==> src/rtl/jk_register_bank.sv <==
// Bank of WIDTH JK flip-flops with JK, parallel-load, up/down count and shift modes.
// Each mode is mapped onto per-bit J/K controls so every bit stays a plain JK cell.
module jk_cell #(
  parameter logic RST_BIT = 1'b0
) (
  input  logic clk,
  input  logic rst_n,
  input  logic j,
  input  logic k,
  output logic q
);
  always_ff @(posedge clk or negedge rst_n) begin
    if (!rst_n) q <= RST_BIT;
    else begin
      case ({j, k})
        2'b01:   q <= 1'b0;
        2'b10:   q <= 1'b1;
        2'b11:   q <= ~q;
        default: q <= q;
      endcase
    end
  end
endmodule

module jk_register_bank #(
  parameter int              WIDTH       = 8,
  parameter logic [WIDTH-1:0] RESET_VALUE = '0
) (
  input  logic             Clk,
  input  logic             Rst_n,
  input  logic             En,
  input  logic [1:0]       Mode,
  input  logic             Dir,
  input  logic [WIDTH-1:0] J,
  input  logic [WIDTH-1:0] K,
  input  logic [WIDTH-1:0] D,
  input  logic             Sin,
  output logic [WIDTH-1:0] Q,
  output logic [WIDTH-1:0] Qbar,
  output logic             Sout,
  output logic             Tc,
  output logic             Toggled
);
  typedef enum logic [1:0] {
    M_JK    = 2'b00,
    M_LOAD  = 2'b01,
    M_COUNT = 2'b10,
    M_SHIFT = 2'b11
  } mode_e;

  mode_e            mode;
  logic [WIDTH-1:0] lo_ones, lo_zero;
  logic [WIDTH-1:0] j_eff, k_eff, chg;
  logic [WIDTH-1:0] shift_src;

  assign mode = mode_e'(Mode);

  // Toggle-chain enables: bit i flips when every lower bit is 1 (up) or 0 (down).
  assign lo_ones[0]   = 1'b1;
  assign lo_zero[0]   = 1'b1;
  assign shift_src[0] = Sin;
  genvar gi;
  generate
    for (gi = 1; gi < WIDTH; gi++) begin : g_chain
      assign lo_ones[gi]   = lo_ones[gi-1] & Q[gi-1];
      assign lo_zero[gi]   = lo_zero[gi-1] & ~Q[gi-1];
      assign shift_src[gi] = Q[gi-1];
    end
  endgenerate

  always_comb begin
    j_eff = '0;
    k_eff = '0;
    if (En) begin
      case (mode)
        M_JK:    begin j_eff = J;         k_eff = K;          end
        M_LOAD:  begin j_eff = D;         k_eff = ~D;         end
        M_COUNT: begin
          j_eff = Dir ? lo_ones : lo_zero;
          k_eff = Dir ? lo_ones : lo_zero;
        end
        M_SHIFT: begin j_eff = shift_src; k_eff = ~shift_src; end
        default: begin j_eff = '0;        k_eff = '0;         end
      endcase
    end
  end

  generate
    for (gi = 0; gi < WIDTH; gi++) begin : g_cell
      jk_cell #(.RST_BIT(RESET_VALUE[gi])) u_cell (
        .clk  (Clk),
        .rst_n(Rst_n),
        .j    (j_eff[gi]),
        .k    (k_eff[gi]),
        .q    (Q[gi])
      );
    end
  endgenerate

  // A bit changes when it is set while low or cleared while high; toggle covers both.
  assign chg = (j_eff & ~Q) | (k_eff & Q);

  always_ff @(posedge Clk or negedge Rst_n) begin
    if (!Rst_n)  Toggled <= 1'b0;
    else if (En) Toggled <= |chg;
  end

  assign Qbar = ~Q;
  assign Sout = Q[WIDTH-1];
  assign Tc   = En & (mode == M_COUNT) & ((Dir & (&Q)) | (~Dir & ~(|Q)));
endmodule

==> config.mk <==
export PLATFORM = sky130hd
export DESIGN_NAME = jk_register_bank
export DESIGN_NICKNAME = d
export VERILOG_FILES = /design/src/rtl/jk_register_bank.sv
export SDC_FILE = /design/constraint.sdc
export NUM_CORES = 1
export LEC_CHECK = 0
export ABC_AREA = 1
export BUFFER_PORTS_ARGS = -buffer_cell sky130_fd_sc_hd__buf_2
export CAP_MARGIN = 10
export CORE_UTILIZATION = 49
export DETAILED_ROUTE_END_ITERATION = 12
export PLACE_DENSITY = 0.81
export SETUP_SLACK_MARGIN = 0.15
export SYNTH_ARGS = -nofsm -noshare
export SYNTH_HDL_FRONTEND = slang
export SYNTH_SLANG_ARGS = --single-unit
==> constraint.sdc <==
create_clock -name Clk -period 1.6 [get_ports Clk]
set_input_delay 0.08 -clock Clk [delete_from_list [all_inputs] [get_ports Clk]]
set_output_delay 0.08 -clock Clk [all_outputs]
set_load 0.005 [all_outputs]
After elaboration in Yosys (flattened, before gate mapping). Cells that the tools add are included. W data, S select, Z words.

Register bits after elaboration: 9. Input bits: 31. Word-level logic and storage cells: 94. Output and inout port bits: 19.

Muxes and demuxes: 13. Bitwise operators: 33. Reductions and logical operators: 12. Equal/unequal tests: 27.

Operators by type and width (number): $pmux W8 S4 (2); $eq A2 B2 Y1 const B (18); $mux W8 (3); $not A8 Y8 (3); $pmux W1 S3 (8); $reduce_bool A3 Y1 (8); $eq A2 B1 Y1 const B (9); $and A1 B1 Y1 (16); $and A8 B8 Y8 (2); $reduce_or A8 Y1 (2); $not A1 Y1 (10); $or A8 B8 Y8 (1); $reduce_and A8 Y1 (1); $logic_not A2 Y1 (1); $or A1 B1 Y1 (1).

Depth between registers and ports, before layout.
Word-level depth: 13. Mapped depth: 13. Mapped depth without buffers: 13.

By module. A second synthesis with hierarchy kept.

Cell total of the unflattened synthesis: 235. Area total of the unflattened synthesis: 1287.5 µm².

By module, submodules not included: jk_register_bank (area an instance 937.1 µm², instances 1, cells each 187); jk_cell (area an instance 43.8 µm², instances 8, cells each 6).

Worst setup path after synthesis. No wires, ideal clock.

Path kind: reg-to-reg. Start point: register g_cell[0].u_cell.q. End point: register Toggled. Slack: 189 ps. Arrival time: 1342 ps. Period minus slack after synthesis: 1411 ps. Required time: 1531 ps. Stages on the path, launching flop included: 13. Library setup time: 69 ps. Path buffers: 1. Cell sequence: dfrtp_1 > buf_2 > nor2_1 > nand3_1 > nand2_1 > nand2_1 > nor2_1 > nand3_1 > nand2_1 > nand2_1 > nor2_1 > nor2_1 > nand3_1.

Cells in the longest elaborated chain, start to end: 13.

Ends and longest elaborated chain: start: declaration (line 10) `output logic q`; start signal: assignment (line 18) `2'b11: q <= ~q;`; start signal: assignment (line 19) `default: q <= q;`; $not A1 Y1 (line 66) `assign lo_zero[gi] = lo_zero[gi-1] & ~Q[gi-1];`; $and A1 B1 Y1 (6 in series) (line 66); $mux W8 (line 79, 80); $pmux W8 S4 (line 75) `case (mode)`; $mux W8 (line 74) `if (En) begin`; $and A8 B8 Y8 (line 101) `assign chg = (j_eff & ~Q) | (k_eff & Q);`; $or A8 B8 Y8 * (line 101); $reduce_or A8 Y1 * (line 105) `else if (En) Toggled <= |chg;`; end signal: assignment (line 105); end: declaration (line 42) `output logic Toggled`.

Mark *: on every way between the ends. The rest lies on a longest branch, timed or not. A chain may end at the register's enable or synchronous reset.

Final worst setup path.
Start point: register g_cell[1].u_cell.q. End point: output port Tc.

Cells in the longest elaborated chain, start to end: 5.

Ends and longest elaborated chain: start: declaration (line 10); start signal: assignment (line 18); start signal: assignment (line 19); $reduce_or A8 Y1 (line 110) `assign Tc = En & (mode == M_COUNT) & ((Dir & (&Q)) | (~Dir & ~(|Q)));`; $not A1 Y1 (line 110); $and A1 B1 Y1 (line 110); $or A1 B1 Y1 * (line 110); $and A1 B1 Y1 * (line 110); end: declaration (line 41) `output logic Tc,`.

Marked as above.

==> results.yml <==
outcome:
  status: "finished, violations left"
  violations: "setup timing"
synth:
  ys_seq_area_frac: 0.182
  synth_top_family_by_area: "simple AND/OR/NAND/NOR gates"
  synth_cells: 225
  syn-num-nets: 256
  synth_seq_cells: 9
  synthFlopType: "dfrtp_1"
  syn_area_um2: 1240
  synth_edf_count: 0
  synthMuxAreaShare: 0
  yosys.area_share.simple: 0.492
  synth_warnings: 0
  synth-adder-area-share: 0
  ys_types: 29
  syn_area_per_cell_um2: 5.51
  synthXorXnorAreaFrac: 0.0141
  synth_compound_area_frac: 0.133
  ys_async_sr_fraction: 1.00
timing:
  rsz0062_at_grt: "yes"
  slew_violations: 0
  hold_viol: 0
  clock.fmax_mhz: 599
  fin_setup_tns_ps: -70.2
  fin_crit_sh: 1.04
  period_needed_ps: 1670
  tightest_slew_ps: 340
  relSlewSlack: 0.773
  setup_violations: 1
  setup_ws_ps: -70.2
  clock_skew_ps: 3.00
detailed_routing:
  wire_per_inst_um: 11.8
  dr.first_iter.drc_count: 39
  firstDrtPassIters: 4
  ant_nets: 0
  routed_wl_um: 3600
  viasPerCell: 5.20
  vias: 1582
  drc: 0
floorplanning:
  pin_count: 50
  core_um2: 2300
  die_w_um: 52.3
  die_y_um: 52.3
  dieArea_um2: 2740
  rows: 17
  initial_core_util: 0.540
critical_path:
  crit_buf_inv: 1
  endpoint_kind: "primary output"
  slowest_stage: "dfrtp_2"
  arrival_ps: 1590
  slowest_delay_ps: 450
  start_kind: "register"
  worstPathRequired_ps: 1520
  crit_fanout: 5
  critPathKind: "register to primary output"
  crit_family: "simple AND/OR/NAND/NOR gates"
  path_cells: "nor2_4, nand3_2, nand2_2, nand2_2, nor2_2, nand3_2, a211oi_2, buf_2"
  reg2reg_slack_ps: 0
global_route:
  grt-ovfl-total: 0
  gr-usage-all-layers: 0.273
  grt_pass1_wl_um: 5530
  antenna_found_initial: 0
  grt_max_degree: 16
  grt_pass1_vias: 1436
final_layout:
  antenna_cells: 0
  drive_above_1_share: 0.348
  layout.nets: 308
  fin_area_um2: 1590
  area_growth_pct: 28.3
  final_core_util: 0.692
cts:
  clockBufferDepth: 2
  htreeDepth: 1
  clk_pin_slew_worst_paths_ps: 60
  cts_made_buffers: 3
  cts_sinks: 9
  cts_tree: "built"
  clk_latency_ps: 270
  root_buffer: "clkbuf_4"
placement:
  dp_hpwl_um: 2560
  io_buffers: 49
  gp_congestion: 0.887
  place_area_um2: 1440
pwr:
  finalPower_mw: 1.74
  p_per_area_nw_per_um2: 1090
  combPwrFrac: 0.625
  p_leak_nw: 0.921
  power_frac_seq: 0.270
  clockPowerShare: 0.105
  p_int_mw: 0.916
  switchingPower_mw: 0.825
  switching_share: 0.474
  ir_drop_v: 0.000973
min_path:
  worst_hold_path_type: "primary input to register"
run:
  drv_cap: 0
-- registers in the layout, indices dropped and copies added, names as in the netlist --
signal           cells
g_cell.u_cell.q      8
Toggled              1
-- layer usage --
metal / track usage / wire (um) / up-vias
li1: - / - / 799
met1: 0.290 / 1390 / 694
met2: 0.515 / 1870 / 83
met3: 0.0638 / 286 / 6
met4: 0.0965 / 46 / 0
met5: 0 / 0 / -
-- cell usage in the layout (no fill, tap or decap), drive strengths merged, types with 2 or more instances in the layout --
| cell type | count |
|---|---|
| a21boi | 3 |
| a21o | 2 |
| a21oi | 8 |
| buf | 61 |
| clkbuf | 4 |
| clkinv | 2 |
| dfrtp | 9 |
| inv | 28 |
| nand2 | 73 |
| nand3 | 23 |
| nor2 | 35 |
| nor3 | 4 |
| o21ai | 13 |
| or2 | 5 |
| xnor2 | 2 |
-- metrics by stage --
stage / std cells / setup slack, ps / hold slack [ps]
floorplan: 225 / 189 / -216
global placement: 291 / 50.6 / -50.1
detailed placement: 291 / 7.65 / -54.8
CTS: 301 / -54.9 / 155
global route: 304 / -175 / 209
finish: 304 / -70.2 / 160
-- worst reg2reg max path, stage by stage, from the launching register on --
cell and delay (ps):
dfrtp_2 430, buf_4 150, inv_2 40, buf_4 130, a21oi_1 160, o21ai_1 110
nand3_1 90, nand2_1 60, nor2_1 80, nand2_1 60, nor2_1 90, nand3_1 80
-- Yosys cell counts (2+ instances only) --
library cell  count  share of area
o21ai_0          11          0.044
nor2_1           33           0.10
nor3_1            4          0.016
o21ai_1           2         0.0081
nand2_4           2          0.018
a21oi_2           2          0.014
nand3_2           2          0.016
nand2_1          70           0.21
buf_2             3          0.012
inv_2             4          0.012
a21oi_1           6          0.024
clkinv_1          2         0.0061
a21o_1            2          0.012
or2_0             3          0.015
nand3_1          21          0.085
xnor2_1           2          0.014
dfrtp_1           9           0.18
buf_6             2          0.018
inv_1            24          0.073
nor2_2            2          0.010
buf_4             9          0.054
a21boi_0          3          0.018
-- final cells by class --
class	instances	area [um^2]
Multi-Input combinational cell	171	836
Fill cell	232	707
Timing Repair Buffer	62	349
Sequential cell	9	231
Inverter	30	113
Tap cell	28	35.0
Clock buffer	4	26.3
-- cell families after synthesis --
logic type	Yosys count
simple gates	141
flops	9
xor+xnor	2
compound gates	28
buf+inv	45
-- power by group through the flow --
stage | clock network, mW | registers, mW | logic [mW]
2_1_floorplan | 0 | 0.426 | 0.666
6_report | 0.183 | 0.469 | 1.09
5_1_grt | 0.197 | 0.482 | 1.21
3_3_place_gp | 0 | 0.462 | 0.881
4_1_cts | 0.184 | 0.455 | 1.01
3_5_place_dp | 0 | 0.462 | 0.886
-- worst paths after layout --
kind / from / to / depth (start not counted)
worst max-delay path: g_cell[1].u_cell.q / Tc / 8
worst min-delay path: J[1] / g_cell[1].u_cell.q / 5
worst max register to register: g_cell[1].u_cell.q / Toggled / 11
worst min register to register: Toggled / Toggled / 2
max in group asynchronous: Rst_n / g_cell[1].u_cell.q / 2
min in group asynchronous: Rst_n / g_cell[7].u_cell.q / 2
-- what timing repair did --
action / CTS / global route
hold buffers: 1 / 0
resized for setup: 12 / 12
setup endpoints to repair: 4 / 5
cloned: 0 / 0
hold endpoints to repair: 9 / 0
setup buffers: 5 / 3
pin swaps: 1 / 10
Note: power is estimated with default switching activity, not from simulation.
